--- src/rtl/schieber_zuteiler.sv ---
// Round-robin arbiter sharing one rotator between requesters A (ALU) and B (byte align); 1-cycle latency.
// Backpressure: a held result blocks both request channels until its owner consumer takes it. Option: STATISTIK_EN.
module schieber_zuteiler #(
    parameter int unsigned BREITE        = 32,
    parameter int unsigned LOG2BREITE    = 5
`ifdef STATISTIK_EN
    ,
    parameter int unsigned ZAEHLERBREITE = 16
`endif
) (
    input  logic                  Takt,
    input  logic                  Reset,
    input  logic                  A_Gueltig,
    output logic                  A_Bereit,
    input  logic [BREITE-1:0]     A_Zahl,
    input  logic [LOG2BREITE-1:0] A_Stellen,
    input  logic                  A_Rechts,
    input  logic                  B_Gueltig,
    output logic                  B_Bereit,
    input  logic [BREITE-1:0]     B_Zahl,
    input  logic [LOG2BREITE-1:0] B_Stellen,
    input  logic                  B_Rechts,
    output logic                  EA_Gueltig,
    input  logic                  EA_Bereit,
    output logic                  EB_Gueltig,
    input  logic                  EB_Bereit,
    output logic [BREITE-1:0]     Ergebnis
`ifdef STATISTIK_EN
    ,
    output logic [ZAEHLERBREITE-1:0] ZaehlerA,
    output logic [ZAEHLERBREITE-1:0] ZaehlerB
`endif
);

    typedef enum logic {LEER, VOLL} zustand_t;

    localparam logic SEITE_A = 1'b0;
    localparam logic SEITE_B = 1'b1;

    zustand_t          zustand_q, zustand_d;
    logic              besitzer_q, besitzer_d;
    logic              letzter_q, letzter_d;
    logic [BREITE-1:0] ergebnis_q, ergebnis_d;

    logic                  frei;
    logic                  xfer_a, xfer_b;
    logic [BREITE-1:0]     sel_zahl;
    logic [LOG2BREITE-1:0] sel_stellen;
    logic                  sel_rechts;
    logic [BREITE-1:0]     rotiert;

    // Index arithmetic in LOG2BREITE bits wraps modulo BREITE for free.
    function automatic logic [BREITE-1:0] rotieren(input logic [BREITE-1:0]     zahl,
                                                   input logic [LOG2BREITE-1:0] stellen,
                                                   input logic                  rechts);
        logic [BREITE-1:0]     erg;
        logic [LOG2BREITE-1:0] pos;
        logic [LOG2BREITE-1:0] idx;
        erg = '0;
        for (int i = 0; i < BREITE; i++) begin
            pos    = LOG2BREITE'(i);
            idx    = rechts ? (pos + stellen) : (pos - stellen);
            erg[i] = zahl[idx];
        end
        return erg;
    endfunction

    assign frei = (zustand_q == LEER) ||
                  ((besitzer_q == SEITE_A) ? EA_Bereit : EB_Bereit);

    assign A_Bereit = frei && (!B_Gueltig || (letzter_q == SEITE_B));
    assign B_Bereit = frei && (!A_Gueltig || (letzter_q == SEITE_A));

    assign xfer_a = A_Gueltig && A_Bereit;
    assign xfer_b = B_Gueltig && B_Bereit;

    assign sel_zahl    = xfer_b ? B_Zahl    : A_Zahl;
    assign sel_stellen = xfer_b ? B_Stellen : A_Stellen;
    assign sel_rechts  = xfer_b ? B_Rechts  : A_Rechts;
    assign rotiert     = rotieren(sel_zahl, sel_stellen, sel_rechts);

    always_comb begin
        zustand_d  = zustand_q;
        besitzer_d = besitzer_q;
        letzter_d  = letzter_q;
        ergebnis_d = ergebnis_q;
        if (xfer_a || xfer_b) begin
            zustand_d  = VOLL;
            besitzer_d = xfer_b ? SEITE_B : SEITE_A;
            letzter_d  = xfer_b ? SEITE_B : SEITE_A;
            ergebnis_d = rotiert;
        end else if (zustand_q == VOLL && frei) begin
            zustand_d = LEER;
        end
    end

    always_ff @(posedge Takt) begin
        if (Reset) begin
            zustand_q  <= LEER;
            besitzer_q <= SEITE_A;
            letzter_q  <= SEITE_B;
            ergebnis_q <= '0;
        end else begin
            zustand_q  <= zustand_d;
            besitzer_q <= besitzer_d;
            letzter_q  <= letzter_d;
            ergebnis_q <= ergebnis_d;
        end
    end

    assign EA_Gueltig = (zustand_q == VOLL) && (besitzer_q == SEITE_A);
    assign EB_Gueltig = (zustand_q == VOLL) && (besitzer_q == SEITE_B);
    assign Ergebnis   = ergebnis_q;

`ifdef STATISTIK_EN
    logic [ZAEHLERBREITE-1:0] zaehler_a_q, zaehler_a_d;
    logic [ZAEHLERBREITE-1:0] zaehler_b_q, zaehler_b_d;

    // Saturating grant counters: stick at all-ones.
    always_comb begin
        zaehler_a_d = zaehler_a_q;
        zaehler_b_d = zaehler_b_q;
        if (xfer_a && (zaehler_a_q != '1)) zaehler_a_d = zaehler_a_q + 1'b1;
        if (xfer_b && (zaehler_b_q != '1)) zaehler_b_d = zaehler_b_q + 1'b1;
    end

    always_ff @(posedge Takt) begin
        if (Reset) begin
            zaehler_a_q <= '0;
            zaehler_b_q <= '0;
        end else begin
            zaehler_a_q <= zaehler_a_d;
            zaehler_b_q <= zaehler_b_d;
        end
    end

    assign ZaehlerA = zaehler_a_q;
    assign ZaehlerB = zaehler_b_q;
`endif

endmodule
--- config.mk ---
export PLATFORM = sky130hd
export DESIGN_NAME = schieber_zuteiler
export DESIGN_NICKNAME = d
export VERILOG_FILES = /design/src/rtl/schieber_zuteiler.sv
export SDC_FILE = /design/constraint.sdc
export NUM_CORES = 1
export LEC_CHECK = 0
export BUFFER_PORTS_ARGS = -buffer_cell sky130_fd_sc_hd__buf_4
export CORE_ASPECT_RATIO = 0.7
export CORE_MARGIN = 5
export CORE_UTILIZATION = 50
export DETAILED_ROUTE_END_ITERATION = 10
export PLACE_DENSITY = 0.79
export SETUP_SLACK_MARGIN = 0.1
export SLEW_MARGIN = 25
export SYNTH_ARGS = -nofsm -noshare
export SYNTH_HDL_FRONTEND = slang
export SYNTH_SLANG_ARGS = --single-unit
--- constraint.sdc ---
create_clock -name Takt -period 4.2 [get_ports Takt]
set_input_delay 0.21 -clock Takt [delete_from_list [all_inputs] [get_ports Takt]]
set_output_delay 0.21 -clock Takt [all_outputs]
set_load 0.05 [all_outputs]
; ---- Yosys cells after proc, flatten, opt, wreduce, memory -nomap -nowiden
; Cells that the tools add are included.
[totals]
register_bits = 35
in_bits = 82
[classes]
n_addsub = 63
magnitude_cmp = 32
mux = 103
n_bitwise = 3
n_reduce_logical = 14
[ops]
columns = cell, n
row1 = less-than comparator 5 x 6 -> 1 bit (second input constant), 32
row2 = 2-to-1 mux 5 bit, 33
row3 = binary-select mux 1 bit (select 5 bit), 32
row4 = adder 5 bit (first input constant), 16
row5 = subtractor 5 bit (first input constant), 16
row6 = adder 4 x 5 -> 5 bit (first input constant), 8
row7 = subtractor 4 x 5 -> 5 bit (first input constant), 8
row8 = 2-to-1 mux 1 bit, 37
row9 = 2-to-1 mux 32 bit, 1
row10 = adder 3 x 5 -> 5 bit (first input constant), 4
row11 = subtractor 3 x 5 -> 5 bit (first input constant), 4
row12 = adder 2 x 5 -> 5 bit (first input constant), 2
row13 = subtractor 1 x 5 -> 5 bit (first input constant), 2
row14 = subtractor 2 x 5 -> 5 bit (first input constant), 2
row15 = logical AND 1 bit, 7
row16 = adder 1 x 5 -> 5 bit (first input constant), 1
row17 = logical OR 1 bit, 4
row18 = inverter 1 bit, 3
row19 = zero test 1 bit, 2
row20 = nonzero test 2 bit, 1

; ---- Depth between registers and ports, before layout
; Gate-level depths: netlist (run 1).
[depth]
depth_word = 9
ltp_mapped = 16

; ---- Worst setup path after synthesis (run 1)
; OpenSTA, ideal clock, no wires.
[synth_path]
kind = reg2reg
from = reg besitzer_q
to = reg ergebnis_q[18], in the netlist Ergebnis[18]
setup_time_ps = 117
arrival_time_ps = 3940
required_ps = 4083
path_slack_ps = 143
path_stages_with_launch = 15
path_buffers = 4
synth_period_minus_slack_ps = 4057
cell_sequence = dfxtp_1 -> mux2i_2 -> a21oi_4 -> buf_4 -> buf_4 -> buf_2 -> nand2_1 -> o21ai_0 -> ha_1 -> buf_1 -> or3b_1 -> nand2_1 -> mux4_2 -> mux4_2 -> a22o_1
[synth_between]
elab_chain_cells = 9
word_cells_on_any_way = 15
classes_between = 2 x add/sub / 7 x mux / 6 x reduce/logical
[synth_rtl]
columns = item, line
row1 = "start, declared", 41  ; logic besitzer_q, besitzer_d;
row2 = "start signal, assigned", 105  ; besitzer_q <= besitzer_d;
row3 = 2-to-1 mux 1 bit (*), 69  ; ((besitzer_q == SEITE_A) ? EA_Bereit : EB_Bereit);
row4 = logical OR 1 bit (*), 68  ; assign frei = (zustand_q == LEER) ||
row5 = logical AND 1 bit, 72  ; assign B_Bereit = frei && (!A_Gueltig || (letzter_q == SEITE_A));
row6 = logical AND 1 bit, 75  ; assign xfer_b = B_Gueltig && B_Bereit;
row7 = 2-to-1 mux 5 bit, 78  ; assign sel_stellen = xfer_b ? B_Stellen : A_Stellen;
row8 = subtractor 5 bit / adder 5 bit (equally long branches), 62  ; idx = rechts ? (pos + stellen) : (pos - stellen);
row9 = 2-to-1 mux 5 bit, 62
row10 = binary-select mux 1 bit (select 5 bit), 63  ; erg[i] = zahl[idx];
row11 = 2-to-1 mux 1 bit (implied by the code), 63
row12 = "end signal, assigned", 107  ; ergebnis_q <= ergebnis_d;
row13 = "end, declared", 43  ; logic [BREITE-1:0] ergebnis_q, ergebnis_d;
; Every way passes the cells marked *; elsewhere a longest branch is shown, timed or not. The select of a mux whose other input is x is not followed.
; A chain may end at the register's enable or synchronous reset.

; ---- Worst setup path in the final report (run 1)
[layout_path]
from = reg besitzer_q
to = reg ergebnis_q[2], in the netlist Ergebnis[2]
[layout_between]
elab_chain_cells = 9
word_cells_on_any_way = 15
classes_between = 2 x add/sub / 7 x mux / 6 x reduce/logical
[layout_rtl]
columns = item, line
row1 = 2-to-1 mux 1 bit (*), 69
row2 = logical OR 1 bit (*), 68
row3 = logical AND 1 bit, 72
row4 = logical AND 1 bit, 75
row5 = 2-to-1 mux 5 bit, 78
row6 = subtractor 2 x 5 -> 5 bit / adder 2 x 5 -> 5 bit (equally long branches), 62
row7 = 2-to-1 mux 5 bit, 62
row8 = binary-select mux 1 bit (select 5 bit), 63
row9 = 2-to-1 mux 1 bit (implied by the code), 63
; Marks and branches as above.

==> metrics, run 1 <==
Synth Area in XOR/XNOR 0.0541; Starting DRT DRC Count 434; Post-Syn Area 0.00467 sq mm; crit path launch type flip-flop; Die X 126 um; final worst slack 389 ps; leakage 2.39 nW; clock root cell clkbuf_16; Synth area leaders mux2i_1, dfxtp_1, mux4_2, a21oi_1, a211oi_1; dominant cell type by area after synthesis mux2i_1; post-synthesis mux area share 0.359; Peak VDD IR 0.292 mV; Fin. Hold Viols 0; post-synth top area share 0.169; register area share after synthesis 0.150; slowest library cell on the worst path mux4_2; fmax 262 MHz; routed vias 4,835; # placed instances 738; Final min period 3810 ps; headroom to the max-slew limit 0.387; Syn Area/Cell 8.83 sq um; diode count 0; Initial Util 0.513; worst path required time 4380 ps; Netlist cell types 59; FF+latch count, synth 35; worst-margin pin slew 912 ps; number of global-route vias before repair 4,736; Worst-path clk slew 60 ps; maxcap violations 0; total CTS buffers 5; ys flop type dfxtp_1; outcome complete, no violations; # IOs 118; share of post-route cells with drive strength above 1 0.309; Synth Area in Compound Gates 0.234; largest net degree at the start of global routing 62; Layout Nets 704; FP Rows 29; Slew Limit Fails 0; routability congestion estimate 0.965; Non-Filler Instances 746; # setup viols final 0; port buffer count 117; Post-Route Setup TNS 0 ps; Final HPWL DP 11.7 mm; DRT Wirelength 14.9 mm; Die Span Y 90.9 um; core footprint 0.00911 sq mm; RSZ-0062 raised after global routing no; fin crit share 0.907; WS Path Type reg2reg; CP dominant cell by count mux4_2; Final Skew 7.21 ps; worst skew pair latency 290 ps; H-tree levels 2; Post-Place Worst Slack 428 ps; warnings from Yosys 0; vias per cell 6.48; crit-path max FO 11; arrival time at the worst endpoint 3990 ps; Post-Layout Inst Area 0.00572 sq mm; Max Buffers Root-to-Sink 2; post-CTS setup buffers 0; Routed Antenna Nets 0; initial antenna violation count 0; GRT overflow 0; PD cells 415 mW/mm^2; DRC Markers 0; CP cell instances mux2i_2 > a21oi_4 > mux2_1 > ha_1 > or3b_1 > nand2_1 > mux4_2 > mux4_2 > a22o_1; Worst setup EP type flip-flop; clock sink total 35; synthesis-to-finish area growth 22.4%; Tot Pwr 2.37 mW; Post-synth ARST share 0; simple-gate area share of the yosys netlist 0.153; number of synthesized flops with an enable pin 0; post-layout util 0.628; Avg WL per Cell 20.0 um; total track usage 0.259; largest family of logic cells by synthesized area multiplexers; adder-cell share of the synthesized area 0.00268; WHS 123 ps; Placement Cell Area 0.00557 sq mm; Synth Instances 529; Worst Hold Class in2reg; Post-Syn Nets 612; CTS tree done; die area 0.0114 sq mm; wire length of the first global-routing pass 24.4 mm; drt first pass iters 8; CP peak stage delay 600 ps
sequential cells by signal, indices dropped and copies added (netlist names):
signal / flops
Ergebnis: 32
besitzer_q: 1
letzter_q: 1
zustand_q: 1
final cells by class:
type	instances	area, sq um
clock inverter	1	5.00
sequential	35	701
tap	124	155
inverter	3	11.3
fill	808	3390
clock buffer	7	133
timing repair buffer	128	961
multi-input combinational	448	3750
synthesized netlist by cell type, drive strengths merged, types with 5 or more instances:
library cell  count
o22ai             6
a21oi            41
and3              6
a211oi           26
dfxtp            35
mux4             28
o221ai           10
nor2b            29
clkbuf           22
nand2            50
xor2             10
xnor2            18
o2bb2ai           5
buf              21
nor2             17
nand3             6
and2              6
or2               6
o21ai            24
mux2             16
a222oi            8
nand4             8
mux2i            83
a22o             12
critical path: cells and delay by family (launching register included):
| kind | cells | cell delay [ps] |
|---|---|---|
| compound gates | 2 | 320 |
| fa+ha+maj | 1 | 230 |
| flops | 1 | 380 |
| mux | 4 | 1920 |
| simple gates | 2 | 840 |
layer usage:
metal | global-route usage | vias to the layer above | part of all wire
met4 | 0.0722 | 0 | 0.020
met1 | 0.354 | 2304 | 0.43
met2 | 0.395 | 259 | 0.45
met5 | 0 | - | 0
li1 | - | 2246 | -
met3 | 0.0833 | 26 | 0.10
cells by family after synthesis:
family	Yosys count
compound gates	151
simple gates	141
mux	127
buf+inv	46
flops	35
xor+xnor	28
fa+ha+maj	1
report_power, final:
group	internal (mW)	switching, mW
registers	0.416	0.0498
logic	0.630	0.916
clock network	0.219	0.143
repair_timing:
item,CTS,global route
setup endpoints to repair,0,2
resized for setup,0,1
hold buffers,0,0
final timing paths:
| path | start | end | slack, ps | depth (start not counted) |
|---|---|---|---|---|
| max | besitzer_q$_SDFFE_PP0P_ | Ergebnis[2]$_SDFFE_PP0P_ | 390 | 9 |
| min | Reset | zustand_q$_SDFFE_PP0P_ | 120 | 2 |
| max reg2reg | besitzer_q$_SDFFE_PP0P_ | Ergebnis[2]$_SDFFE_PP0P_ | 390 | 9 |
| min reg2reg | Ergebnis[13]$_SDFFE_PP0P_ | Ergebnis[13]$_SDFFE_PP0P_ | 460 | 2 |
layout by cell type (no fill, tap or decap), types with 2 or more instances in the layout:
cell type  instances
a211oi_1          26
a21boi_0           4
a21oi_1           40
a221o_1            3
a222oi_1           8
a22o_1            12
a31oi_1            4
and2_1             5
and3_1             6
buf_4            128
clkbuf_1           2
clkbuf_16          5
dfxtp_1           35
inv_1              3
mux2_2            15
mux2i_1           79
mux2i_2            3
mux4_1             3
mux4_2            25
nand2_1           50
nand2b_1           2
nand3_1            6
nand4_1            8
nor2_1            17
nor2b_1           29
nor3_1             3
o21ai_0            9
o21ai_1           13
o221ai_1          10
o22ai_1            6
o2bb2ai_1          4
o31ai_1            2
or2_2              5
or4_1              2
xnor2_1           17
xor2_1            10
(Power assumes the default switching activity.)
==> run 2: changes to the inputs <==
Settings changed: BUFFER_PORTS_ARGS -buffer_cell sky130_fd_sc_hd__buf_4 to -buffer_cell sky130_fd_sc_hd__buf_2, GPL_TIMING_DRIVEN set to 0.
==> metrics, run 2 (synthesis results as in run 1) <==
wire length of the first global-routing pass 25.0 mm (+2.8%); routed vias 5,053 (+4.5%); commonest non-fill, non-tap cells in the layout buf_2, mux2i_1, nand2_1, a21oi_1, dfxtp_1; worst-margin pin slew 887 ps (-24.8 ps); crit path launch type flip-flop; die area 0.0114 sq mm (unchanged); max FFs per register 32 (unchanged); H-tree levels 2 (unchanged); total track usage 0.266 (+0.00640); Starting DRT DRC Count 604 (+39%); share of post-route cells with drive strength above 1 0.308 (-0.000399); launch point of the worst path besitzer_q$_SDFFE_PP0P_; path depth of the worst reg2reg path 14 (+5); vias per cell 6.51 (+0.47%); largest net degree at the start of global routing 20 (-68%); crit-path max FO 10 (-1); final worst slack 339 ps (-50.1 ps); Die Span Y 90.9 um (unchanged); FP Rows 29 (unchanged); Worst Setup EP Ergebnis[6]$_SDFFE_PP0P_; initial antenna violation count 0 (unchanged); CTS tree done; synthesis-to-finish area growth 19.4%; fin crit share 0.919 (+0.0119); Tot Pwr 2.33 mW (-1.7%); routability congestion estimate 0.958 (-0.77%); Avg WL per Cell 20.1 um (+0.34%); Fillers 817 (+1.1%); GRT overflow 0 (unchanged); WS Path Type reg2reg; critical path depth 14 (+5); worst skew pair latency 280 ps (about the same); Fin. Hold Viols 0 (unchanged); Seq pwr share 0.197 (about the same); Worst Hold Class in2reg; Clk pwr share 0.152 (about the same); leading cell type in the layout, fill and taps excluded buf_2; Worst Path Buf+Inv 4 (+4); Worst-path clk slew 50 ps (about the same); Max Buffers Root-to-Sink 2 (unchanged); maxcap violations 0 (unchanged); Placement Cell Area 0.00540 sq mm (-3.1%); delay-heaviest family, CP multiplexers; total CTS buffers 5 (unchanged); arrival time at the worst endpoint 4040 ps (+50 ps); Final Skew 4.14 ps (-3.07 ps); # IOs 118 (unchanged); Slew Limit Fails 0 (unchanged); CP peak stage delay 550 ps (-50 ps); Post-Place Worst Slack -459 ps (-887 ps); # setup viols final 0 (unchanged); headroom to the max-slew limit 0.403 (+0.0167); CP dominant cell by count a21oi_1; Layout Nets 734 (+4.3%); slowest library cell on the worst path mux4_2; DRT Wirelength 15.6 mm (+4.4%); Die X 126 um (unchanged); Worst R2R Setup Slack 340 ps (-50 ps); hold_sp Reset; post-layout util 0.612 (-0.0155); core footprint 0.00911 sq mm (unchanged); clock sink total 35 (unchanged); Multi-input gate area 0.00377 sq mm (+0.43%); RSZ-0062 raised after global routing no; outcome complete, no violations; P_int 1.21 mW (-4.3%); Routed Antenna Nets 0 (unchanged); Peak VDD IR 0.367 mV (+26%); reg-to-reg endpoint Ergebnis[6]$_SDFFE_PP0P_; Post-Layout Inst Area 0.00558 sq mm (-2.5%); combinational share of power 0.651 (about the same); Worst setup EP type flip-flop; Final HPWL DP 12.5 mm (+7.2%); clock root cell clkbuf_16; register area 702 sq um (+0.18%); diode count 0 (unchanged); CP cell instances mux2i_4 > a21oi_4 > buf_4 > mux2_1 > buf_2 > ha_1 > clkbuf_4 > or3b_1 > clkbuf_2 > a21oi_1 > a21oi_1 > xor2_1 > mux4_2 > a22o_1; Reg-to-Reg Start besitzer_q$_SDFFE_PP0P_; Switch Pwr 1.12 mW (+1.3%); number of global-route vias before repair 4,920 (+3.9%); DRC Markers 0 (unchanged); drt first pass iters 5 (-3); Final min period 3860 ps (+50.1 ps); hold_buf cts 0 (unchanged); PD cells 419 mW/mm^2 (+0.82%); switching power share of the total 0.481 (+0.0140); Initial Util 0.513 (unchanged); port buffer count 114 (-2.6%); worst path required time 4380 ps (about the same); fmax 259 MHz (-1.3%); leakage 2.37 nW (-0.77%)
-- run 2: changes by cell type in the layout (fill, tap and decap cells not counted), moves of 2 or more --
cell	before	now
buf_1	0	2
buf_2	0	124
buf_4	128	5
buf_6	0	4
clkbuf_1	2	23
-- run 2: routing by layer --
| metal | GRT usage | vias to the layer above | part of all wire |
|---|---|---|---|
| li1 | - | 2304 | - |
| met1 | 0.377 | 2418 | 0.43 |
| met2 | 0.412 | 306 | 0.44 |
| met3 | 0.0745 | 25 | 0.12 |
| met4 | 0.0379 | 0 | 0.014 |
| met5 | 0 | - | 0 |
-- run 2: worst register-to-register path, stage by stage (launching register included) --
cell,delay (ps)
dfxtp_2,380
mux2i_4,340
a21oi_4,130
buf_4,200
mux2_1,200
buf_2,230
ha_1,180
clkbuf_4,220
or3b_1,430
clkbuf_2,200
a21oi_1,160
a21oi_1,80
xor2_1,250
mux4_2,550
a22o_1,200
-- run 2: power by group through the flow --
stage / clock network [mW] / logic [mW] / registers (mW)
CTS: 0.362 / 1.49 / 0.460
global route: 0.379 / 1.61 / 0.471
floorplan: 0 / 0.851 / 0.741
finish: 0.355 / 1.52 / 0.459
detailed placement: 0 / 1.48 / 0.465
global placement: 0 / 1.44 / 0.463
-- run 2: what timing repair did --
action,4_1_cts,5_1_grt
resized for setup,3,6
buffers inserted,1,1
pin swaps,1,0
endpoints found under the setup margin,16,6
-- run 2: final cells by class --
cell class / instances / area share
buffer: 42 / 0.0388
tap: 124 / 0.0278
inverter: 3 / 0.00202
timing repair buffer: 116 / 0.105
sequential: 35 / 0.126
clock buffer: 7 / 0.0238
multi-input combinational: 448 / 0.676
clock inverter: 1 / 0.000898
-- run 2: worst min path at each step --
stage	endpoint	cells past startpoint
global route	besitzer_q$_SDFFE_PP0P_	2
global placement	Ergebnis[17]$_SDFFE_PP0P_	2
floorplan	zustand_q$_SDFFE_PP0P_	1
finish	zustand_q$_SDFFE_PP0P_	2
CTS	zustand_q$_SDFFE_PP0P_	2
detailed placement	Ergebnis[1]$_SDFFE_PP0P_	2
-- run 2: per-stage QoR --
stage	std cells	TNS, ps	hold slack [ps]
floorplan	529	0	279
global placement	767	-1280	437
detailed placement	767	-2350	439
CTS	775	0	162
global route	776	0	184
finish	776	0	182
